$ cat src/rtl/reorder_buffer_pkg.sv
// Shared definitions for the reorder buffer: sizes, opcode encodings,
// the per-entry record and the opcode class helpers.
package reorder_buffer_pkg;

  localparam int ROB_SIZE_LOG = 4;
  localparam int OP_SIZE_LOG  = 6;
  localparam int ROB_SIZE     = 1 << ROB_SIZE_LOG;
  localparam logic [ROB_SIZE_LOG:0] ROB_CAP = (ROB_SIZE_LOG + 1)'(ROB_SIZE);

  typedef logic [OP_SIZE_LOG-1:0]  op_t;
  typedef logic [ROB_SIZE_LOG-1:0] robid_t;

  localparam op_t OP_NOP   = 6'd0;
  localparam op_t OP_LUI   = 6'd1;
  localparam op_t OP_AUIPC = 6'd2;
  localparam op_t OP_JAL   = 6'd3;
  localparam op_t OP_JALR  = 6'd4;
  localparam op_t OP_BEQ   = 6'd5;
  localparam op_t OP_BNE   = 6'd6;
  localparam op_t OP_BLT   = 6'd7;
  localparam op_t OP_BGE   = 6'd8;
  localparam op_t OP_BLTU  = 6'd9;
  localparam op_t OP_BGEU  = 6'd10;
  localparam op_t OP_LB    = 6'd11;
  localparam op_t OP_LH    = 6'd12;
  localparam op_t OP_LW    = 6'd13;
  localparam op_t OP_LBU   = 6'd14;
  localparam op_t OP_LHU   = 6'd15;
  localparam op_t OP_SB    = 6'd16;
  localparam op_t OP_SH    = 6'd17;
  localparam op_t OP_SW    = 6'd18;
  localparam op_t OP_ADDI  = 6'd19;
  localparam op_t OP_ADD   = 6'd20;

  typedef struct packed {
    logic        busy;
    logic        ready;
    op_t         op;
    logic [4:0]  rd;
    logic        pred_jump;
    logic [31:0] value;
    logic        jump;
    logic [31:0] target;
  } rob_entry_t;

  function automatic logic is_store(input op_t op);
    return (op >= OP_SB) && (op <= OP_SW);
  endfunction

  function automatic logic is_branch(input op_t op);
    return (op >= OP_BEQ) && (op <= OP_BGEU);
  endfunction

endpackage

$ cat src/rtl/reorder_buffer.sv
// Circular reorder buffer: allocates ids at issue, captures CDB results,
// answers operand queries and retires in program order with mispredict flush.
module reorder_buffer
  import reorder_buffer_pkg::*;
(
  input  logic                    clk,
  input  logic                    rst_n,
  input  logic                    rdy,
  input  logic                    issue_enable,
  input  logic [ROB_SIZE_LOG-1:0] issue_robid,
  input  logic [OP_SIZE_LOG-1:0]  issue_op,
  input  logic [4:0]              issue_rd,
  input  logic                    issue_pred_jump,
  output logic [ROB_SIZE_LOG-1:0] next_robid,
  output logic                    rob_full,
  input  logic [ROB_SIZE_LOG-1:0] rs1_query_id,
  input  logic [ROB_SIZE_LOG-1:0] rs2_query_id,
  output logic                    rob_rs1_ready,
  output logic                    rob_rs2_ready,
  output logic [31:0]             rob_rs1_value,
  output logic [31:0]             rob_rs2_value,
  input  logic                    alu_cdb_enable,
  input  logic [ROB_SIZE_LOG-1:0] alu_cdb_robid,
  input  logic [31:0]             alu_cdb_value,
  input  logic                    alu_cdb_jump,
  input  logic [31:0]             alu_cdb_target,
  input  logic                    lsb_cdb_enable,
  input  logic [ROB_SIZE_LOG-1:0] lsb_cdb_robid,
  input  logic [31:0]             lsb_cdb_value,
  output logic                    commit_enable,
  output logic [ROB_SIZE_LOG-1:0] commit_robid,
  output logic [4:0]              commit_rd,
  output logic [31:0]             commit_value,
  output logic                    store_commit_enable,
  output logic                    clear,
  output logic [31:0]             clear_pc
);

  rob_entry_t            entries [ROB_SIZE];
  robid_t                head;
  robid_t                tail;
  logic [ROB_SIZE_LOG:0] count;
  rob_entry_t            head_e;
  logic                  do_commit;
  logic                  do_issue;
  logic                  mispredict;

  // Issue handshake: the issue stage offers an entry with issue_enable and the
  // id it read from next_robid; it is taken when the ROB has room (or the head
  // retires the same cycle), rdy is high, and no flush is being signalled.
  assign head_e     = entries[head];
  assign next_robid = tail;
  assign rob_full   = (count == ROB_CAP);
  assign do_commit  = rdy && head_e.busy && head_e.ready;
  assign mispredict = do_commit && (is_branch(head_e.op) || head_e.op == OP_JALR)
                      && (head_e.jump != head_e.pred_jump);
  assign do_issue   = rdy && issue_enable && (issue_robid == tail)
                      && (!rob_full || do_commit) && !clear;

  // ALU broadcast has priority over LSB, and both over the stored value.
  always_comb begin
    rob_rs1_ready = entries[rs1_query_id].ready;
    rob_rs1_value = entries[rs1_query_id].value;
    if (lsb_cdb_enable && lsb_cdb_robid == rs1_query_id) begin
      rob_rs1_ready = 1'b1;
      rob_rs1_value = lsb_cdb_value;
    end
    if (alu_cdb_enable && alu_cdb_robid == rs1_query_id) begin
      rob_rs1_ready = 1'b1;
      rob_rs1_value = alu_cdb_value;
    end
    rob_rs2_ready = entries[rs2_query_id].ready;
    rob_rs2_value = entries[rs2_query_id].value;
    if (lsb_cdb_enable && lsb_cdb_robid == rs2_query_id) begin
      rob_rs2_ready = 1'b1;
      rob_rs2_value = lsb_cdb_value;
    end
    if (alu_cdb_enable && alu_cdb_robid == rs2_query_id) begin
      rob_rs2_ready = 1'b1;
      rob_rs2_value = alu_cdb_value;
    end
  end

  always_ff @(posedge clk or negedge rst_n) begin
    if (!rst_n) begin
      head                <= '0;
      tail                <= '0;
      count               <= '0;
      commit_enable       <= 1'b0;
      commit_robid        <= '0;
      commit_rd           <= '0;
      commit_value        <= '0;
      store_commit_enable <= 1'b0;
      clear               <= 1'b0;
      clear_pc            <= '0;
      for (int i = 0; i < ROB_SIZE; i++) entries[i] <= '0;
    end else if (!rdy) begin
      commit_enable       <= 1'b0;
      store_commit_enable <= 1'b0;
      clear               <= 1'b0;
    end else begin
      commit_enable       <= do_commit;
      store_commit_enable <= do_commit && is_store(head_e.op);
      clear               <= mispredict;
      if (do_commit) begin
        commit_robid <= head;
        commit_rd    <= (is_store(head_e.op) || is_branch(head_e.op)) ? 5'd0 : head_e.rd;
        commit_value <= head_e.value;
      end
      if (mispredict) clear_pc <= head_e.target;

      if (alu_cdb_enable) begin
        entries[alu_cdb_robid].value  <= alu_cdb_value;
        entries[alu_cdb_robid].jump   <= alu_cdb_jump;
        entries[alu_cdb_robid].target <= alu_cdb_target;
        entries[alu_cdb_robid].ready  <= 1'b1;
      end
      if (lsb_cdb_enable) begin
        entries[lsb_cdb_robid].value <= lsb_cdb_value;
        entries[lsb_cdb_robid].ready <= 1'b1;
      end

      // Retire before allocate so a full ROB can recycle the head slot.
      if (do_commit) entries[head].busy <= 1'b0;
      if (do_issue) begin
        entries[tail] <= '{busy: 1'b1, ready: 1'b0, op: issue_op, rd: issue_rd,
                           pred_jump: issue_pred_jump, value: '0, jump: 1'b0,
                           target: '0};
        tail <= tail + robid_t'(1);
      end
      count <= count + {{ROB_SIZE_LOG{1'b0}}, do_issue} - {{ROB_SIZE_LOG{1'b0}}, do_commit};
      if (do_commit) head <= head + robid_t'(1);

      if (mispredict) begin
        head  <= '0;
        tail  <= '0;
        count <= '0;
        for (int i = 0; i < ROB_SIZE; i++) entries[i].busy <= 1'b0;
      end
    end
  end

endmodule

$ cat config.mk
export PLATFORM = sky130hd
export DESIGN_NAME = reorder_buffer
export DESIGN_NICKNAME = d
export VERILOG_FILES = /design/src/rtl/reorder_buffer_pkg.sv /design/src/rtl/reorder_buffer.sv
export SDC_FILE = /design/constraint.sdc
export NUM_CORES = 2
export LEC_CHECK = 0
export BUFFER_PORTS_ARGS = -buffer_cell sky130_fd_sc_hd__buf_2
export CORE_AREA = 2 2 370 372
export CTS_CLUSTER_SIZE = 12
export DETAILED_ROUTE_END_ITERATION = 10
export DIE_AREA = 0 0 372 374
export GPL_ROUTABILITY_DRIVEN = 0
export MAX_ROUTING_LAYER = met4
export PLACE_DENSITY = 0.8
export SYNTH_ARGS = -nofsm -noshare
export SYNTH_HDL_FRONTEND = slang
export SYNTH_SLANG_ARGS = --single-unit
$ cat constraint.sdc
create_clock -name clk -period 5.4 [get_ports clk]
set_input_delay 0.54 -clock clk [delete_from_list [all_inputs] [get_ports clk]]
set_output_delay 0.54 -clock clk [all_outputs]
set_load 0.01 [all_outputs]
# Yosys cells after proc, flatten, opt, wreduce, memory -nomap -nowiden
# Cells that the tools add are included.
dict set report totals {
  rom_bits 0
  reg_bits 1353
  wordCells 273
  memories 0
  output_inout_bits 147
  input_bits 135
  latch_bits 0
  mem_bits_rw 0
}
dict set report classes {
  n_reduce_logical 30
  n_lt_le_gt_ge 14
  n_shift 0
  n_eq_ne 8
  mux 73
  n_addsub 4
  bitwise 6
  n_mul 0
  div_mod_pow 0
}
# operator n
set op_table {}
lappend op_table {{$bwmux W1264} 8}
lappend op_table {{$mux W1264} 7}
lappend op_table {{$demux W79 S4} 8}
lappend op_table {{$bmux W79 S4} 3}
lappend op_table {{$mux W78} 6}
lappend op_table {{$mux W79} 4}
lappend op_table {{$mux W32} 5}
lappend op_table {{$mux W65} 2}
lappend op_table {{$mux W33} 1}
lappend op_table {{$ge A5 B5 Y1 const B} 6}
lappend op_table {{$not A4 Y5} 6}
lappend op_table {{$mux W1} 23}
lappend op_table {{$eq A4 B4 Y1} 5}
lappend op_table {{$lt A5 B1 Y1 const B} 4}
lappend op_table {{$logic_and A1 B1 Y1} 19}
lappend op_table {{$mux W4} 4}
lappend op_table {{$mux W5} 2}
lappend op_table {{$add A4 B1 Y4 const B} 2}
lappend op_table {{$reduce_and A2 Y1} 4}
lappend op_table {{$eq A6 B3 Y1 const B} 1}
lappend op_table {{$ge A6 B3 Y1 const B} 1}
lappend op_table {{$ge A6 B5 Y1 const B} 1}
lappend op_table {{$le A6 B4 Y1 const B} 1}
lappend op_table {{$le A6 B5 Y1 const B} 1}
lappend op_table {{7 further kinds} 11}

# Logic depth before layout (Yosys ltp)
dict set report logic_depth {
  depth_word 21
  mapped_depth 23
  mapped_depth_nobuf 18
}

# Worst setup path before layout
# Ideal clock, no wire load.
dict set report synth_path {
  kind {flip-flop to flip-flop}
  from {register head[0]}
  to {register count[4]}
  required_ps 5279
  setup_time_ps 121
  stages_incl_launch_ff 24
  slack_ps 1153
  arrival_time_ps 4125
  n_path_buf 6
  synth_period_minus_slack_ps 4247
  cell_sequence {dfrtp_1 buf_2 buf_6 mux4_2 a22o_1 nor2_1 buf_2 or2_1 clkbuf_1 inv_2 buf_2 buf_1 ha_1 inv_1 ha_1 inv_1 fa_1 inv_1 a21oi_1 nor2_1 nor2_1 xnor2_1 o21ai_1 o2bb2ai_1}
}
dict set report synth_via {
  elab_chain_cells 12
  word_cells_on_any_way 20
  classes_between {add/sub (2); order compare (2); eq/ne (2); mux (4); bitwise (1); reduce/logical (9)}
}
# item line
set synth_rtl {}
lappend synth_rtl {{from (decl)} reorder_buffer.sv:40} ;# robid_t head;
lappend synth_rtl {{from (signal assigned)} reorder_buffer.sv:132} ;# if (do_commit) head <= head + robid_t'(1);
lappend synth_rtl {{$not A4 Y5 (implied by the code) *} reorder_buffer.sv:51} ;# assign head_e = entries[head];
lappend synth_rtl {{$bmux W79 S4 *} reorder_buffer.sv:51}
lappend synth_rtl {{$mux W79 (implied by the code) * (2 in a row)} reorder_buffer.sv:51}
lappend synth_rtl {{$logic_and A1 B1 Y1 (2 in a row)} reorder_buffer.sv:54} ;# assign do_commit = rdy && head_e.busy && head_e.ready;
lappend synth_rtl {{$logic_or A1 B1 Y1} reorder_buffer.sv:58} ;# && (!rob_full || do_commit) && !clear;
lappend synth_rtl {{$logic_and A1 B1 Y1 (2 in a row)} reorder_buffer.sv:58}
lappend synth_rtl {{$add A5 B1 Y5} reorder_buffer.sv:131} ;# count <= count + {{ROB_SIZE_LOG{1'b0}}, do_issue} - {{ROB_SIZE_LOG{1'b0}}, do_commit};
lappend synth_rtl {{$sub A5 B1 Y5} reorder_buffer.sv:131}
lappend synth_rtl {{$mux W5 *} reorder_buffer.sv:134} ;# if (mispredict) begin
lappend synth_rtl {{to (signal assigned)} reorder_buffer.sv:131}
lappend synth_rtl {{to (decl)} reorder_buffer.sv:42} ;# logic [ROB_SIZE_LOG:0] count;
# Every way passes the cells marked *; elsewhere a longest branch is shown, timed or not. The select of a mux whose other input is x is not followed.
# A chain may end at the register's enable or synchronous reset.

# Worst setup path after layout
dict set report layout_path {
  from {register head[1]}
  to {register entries[900] in the netlist's numbering}
}
dict set report layout_via {
  elab_chain_cells 10
  word_cells_on_any_way 15
  classes_between {mux (9); bitwise (1); reduce/logical (5)}
}
# item line
set layout_rtl {}
lappend layout_rtl {{$not A4 Y5 (implied by the code) *} {reorder_buffer.sv:51, reorder_buffer.sv:124}}
lappend layout_rtl {{$bmux W79 S4} reorder_buffer.sv:51}
lappend layout_rtl {{$mux W79 (implied by the code) (2 in a row)} reorder_buffer.sv:51}
lappend layout_rtl {{$logic_and A1 B1 Y1 (2 in a row)} reorder_buffer.sv:54}
lappend layout_rtl {{$mux W1264 or $logic_or A1 B1 Y1 (tied branches)} {reorder_buffer.sv:124, reorder_buffer.sv:58}}
lappend layout_rtl {{$mux W1264 or $logic_and A1 B1 Y1 (tied branches)} {reorder_buffer.sv:97, reorder_buffer.sv:58}}
lappend layout_rtl {{$bwmux W1264 or $logic_and A1 B1 Y1 (tied branches)} {reorder_buffer.sv:126, reorder_buffer.sv:58}}
lappend layout_rtl {{$mux W1264 *} reorder_buffer.sv:125} ;# if (do_issue) begin
lappend layout_rtl {{to (signal, indexed assignment)} reorder_buffer.sv:126} ;# entries[tail] <= '{busy: 1'b1, ready: 1'b0, op: issue_op, rd: issue_rd,
lappend layout_rtl {{to (decl)} reorder_buffer.sv:39} ;# rob_entry_t entries [ROB_SIZE];
# Marked as above.

==> impl_metrics.yaml <==
critical_path:
  worstPathMaxFanout: 49
  crit_family: "simple AND/OR/NAND/NOR gates"
  crit_top_cell: "buf_4"
  crit_arrival_ns: 5.17
  criticalPathCategory: "register to register"
  slowest_delay_ns: 0.98
  crit_chain: "mux4_2 > nor2_1 > or4_1 > o21ai_2 > buf_4 > nor3b_2 > buf_4 > or2_2 > o21ai_0"
  startpoint_type: "register"
  slowest_stage: "dfrtp_4"
  cp.buffers_inverters: 2
  cp-end-kind: "register"
  worstPathRequired_ns: 6.03
synth:
  syn_area_per_cell_um2: 10.3
  ys_types: 59
  synth_area_leader_cell: "dfrtp_1"
  yosysMostFrequentCell: "nand2_1"
  synth_common_cells: "1,486 x nand2_1, 1,353 x dfrtp_1, 797 x o21ai_0"
  synth-seq-area-share: 0.420
  postSynthCellCount: 7849
  synth_warnings: 0
  ys_ff_latch: 1353
  syn_area_um2: 80500
  ys.flop_type: "dfrtp_1"
  synth_top_area_frac: 0.420
  syn_nets: 7999
  synth_area_leaders: "dfrtp_1 42%, mux4_2 20%, nand2_1 6.9%, o211ai_1 5.1%, o21ai_0 5.0%"
  synth-async-reset-ratio: 1.00
  synth-edff-count: 0
routing:
  drtIter0Drc: 11600
  ant_nets: 0
  viasPerCell: 7.43
  drt_first_pass_iters: 9
  wirelength_um: 290000
  post-route-drc-count: 0
  vias: 70300
  wl_per_cell_um: 30.7
sta:
  fin_ws_ns: 0.854
  clock_skew_ns: 0.0396
  min_period_ns: 4.55
  tightest_slew_ns: 1.46
  rsz0062_at_grt: "false"
  tns_ns: 0
  max_slew_margin: 0.0287
  whs_ns: 0.0822
  max_clock_freq_mhz: 220
  setup_viol: 0
  hold_viol_final: 0
  drv_slew: 0
  period_share: 0.842
floorplan:
  dieWidth_um: 372
  pin_count: 282
  die_h_um: 374
  design.core.area_um2: 135000
  num_rows: 135
  dieArea_um2: 139000
  start_util: 0.597
min_path:
  worstHoldPathType: "primary input to register"
power_and_ir_drop:
  p_leak_uw: 0.0375
  total_power_uw: 35300
  ir_worst_vdd_v: 0.000527
  powerDensity_nw_per_um2: 402
outcome:
  status: "finished, final reports clean"
cells_and_area:
  instances_no_fill: 9456
  area_growth_syn_to_layout_pct: 8.94
  nets: 7682
  drive_gt1_frac: 0.202
clock_network:
  tritoncts: "built"
  numCtsBuffers: 150
  clkTransAtPathRegs_ns: 0.06
  cts_resized: 0
  h-tree-depth: 4
  clockRootBuffer: "clkbuf_16"
  cts.sinks: 1353
  cts_hold_buf: 1
  clock_latency_ns: 0.85
  post_cts_buffers: 0
  clock_path_buffers: 3
grt:
  grt_max_degree: 248
  antenna_found_initial: 36
  grt_pass1_wl_um: 435000
  grt-ovfl-total: 0
  grt_pass1_vias: 70300
  grt_use_total: 0.432
flow_run:
  max_cap_viol_count: 0
place:
  pre_cts_ws_ns: 1.06
  hpwl_um: 156000
  port_buffers: 281
  dp.cells: 9160
-- registers in the layout, indices dropped and copies added (netlist names) --
register / cells
count: 5
commit_robid: 4
clear: 1
next_robid: 4
entries: 1264
commit_value: 32
commit_rd: 5
commit_enable: 1
clear_pc: 32
head: 4
store_commit_enable: 1
-- layer usage --
layer	share of wire	GRT usage	vias to the layer above
li1	-	-	28000
met1	0.32	0.520	34300
met2	0.43	0.593	6145
met3	0.16	0.169	1880
met4	0.088	0.302	0
met5	0	-	-
-- stage by stage --
stage	instance area [um^2]	util
3_3_place_gp	82700	0.613
4_1_cts	87600	0.649
3_5_place_dp	82700	0.613
5_1_grt	87700	0.650
6_report	87700	0.650
2_1_floorplan	80500	-
-- logic make-up after synthesis --
kind of cell / after synthesis / synth area share
multiplexers: 1115 / 0.251
XOR/XNOR: 29 / 0.00315
buffers and inverters: 1435 / 0.0680
AND/OR/NAND/NOR: 1905 / 0.0965
flip-flops: 1353 / 0.420
AO/OA/AOI/OAI: 1997 / 0.159
adder cells (fa/ha/maj): 15 / 0.00242
-- path summary, 6_finish.rpt --
path,from,end,slack (ns),depth (start not counted)
max in group asynchronous,rst_n,entries[573],3.60,3
min,issue_rd[0],entries[224],0.08,3
max reg2reg,head[1],entries[900],0.85,9
max,head[1],entries[900],0.85,9
min in group asynchronous,rst_n,commit_value[27],0.38,2
min reg2reg,entries[784],entries[784],0.46,2
-- report_power, final --
group	internal (uW)	total (uW)	switching, uW
Clock	5980	10500	4490
Combinational	5520	11300	5750
Sequential	11900	13500	1610
Total	23400	35300	11800
-- area by class of cell --
cell class	instances	area, um^2
Antenna cell	39	97.6
Inverter	529	1990
Clock buffer	215	4370
Fill cell	9798	47200
Timing Repair Buffer	437	2970
Tap cell	1781	2230
Sequential cell	1353	33900
Multi-Input combinational cell	5061	41700
Clock inverter	41	547
-- cells in the final DEF, fill, tap and decap left out, types with 8 or more instances in the layout --
master / count
a21oi_1: 71
a22o_1: 10
buf_12: 27
buf_2: 273
buf_4: 131
clkbuf_1: 31
clkbuf_16: 153
clkbuf_8: 33
clkinv_2: 22
dfrtp_1: 1349
diode_2: 39
ha_1: 14
inv_1: 527
mux2_1: 8
mux2_2: 73
mux2i_1: 320
mux4_2: 714
nand2_1: 1471
nand2_4: 8
nand2b_1: 8
nand3_1: 234
nand4_1: 18
nor2_1: 65
nor2b_1: 11
nor4_1: 8
o211ai_1: 545
o21ai_0: 797
o21ai_4: 11
o22ai_1: 294
o2bb2ai_1: 232
o31ai_1: 8
xnor2_1: 10
xor2_1: 19
-- worst reg2reg max path, cell delays in order (launching register included) --
cell and delay (ns):
dfrtp_4 0.98, mux4_2 0.36, nor2_1 0.04, or4_1 0.70, o21ai_2 0.23, buf_4 0.38, nor3b_2 0.24, buf_4 0.31
or2_2 0.85, o21ai_0 0.28
No activity file was read; power rests on OpenSTA's default activity.
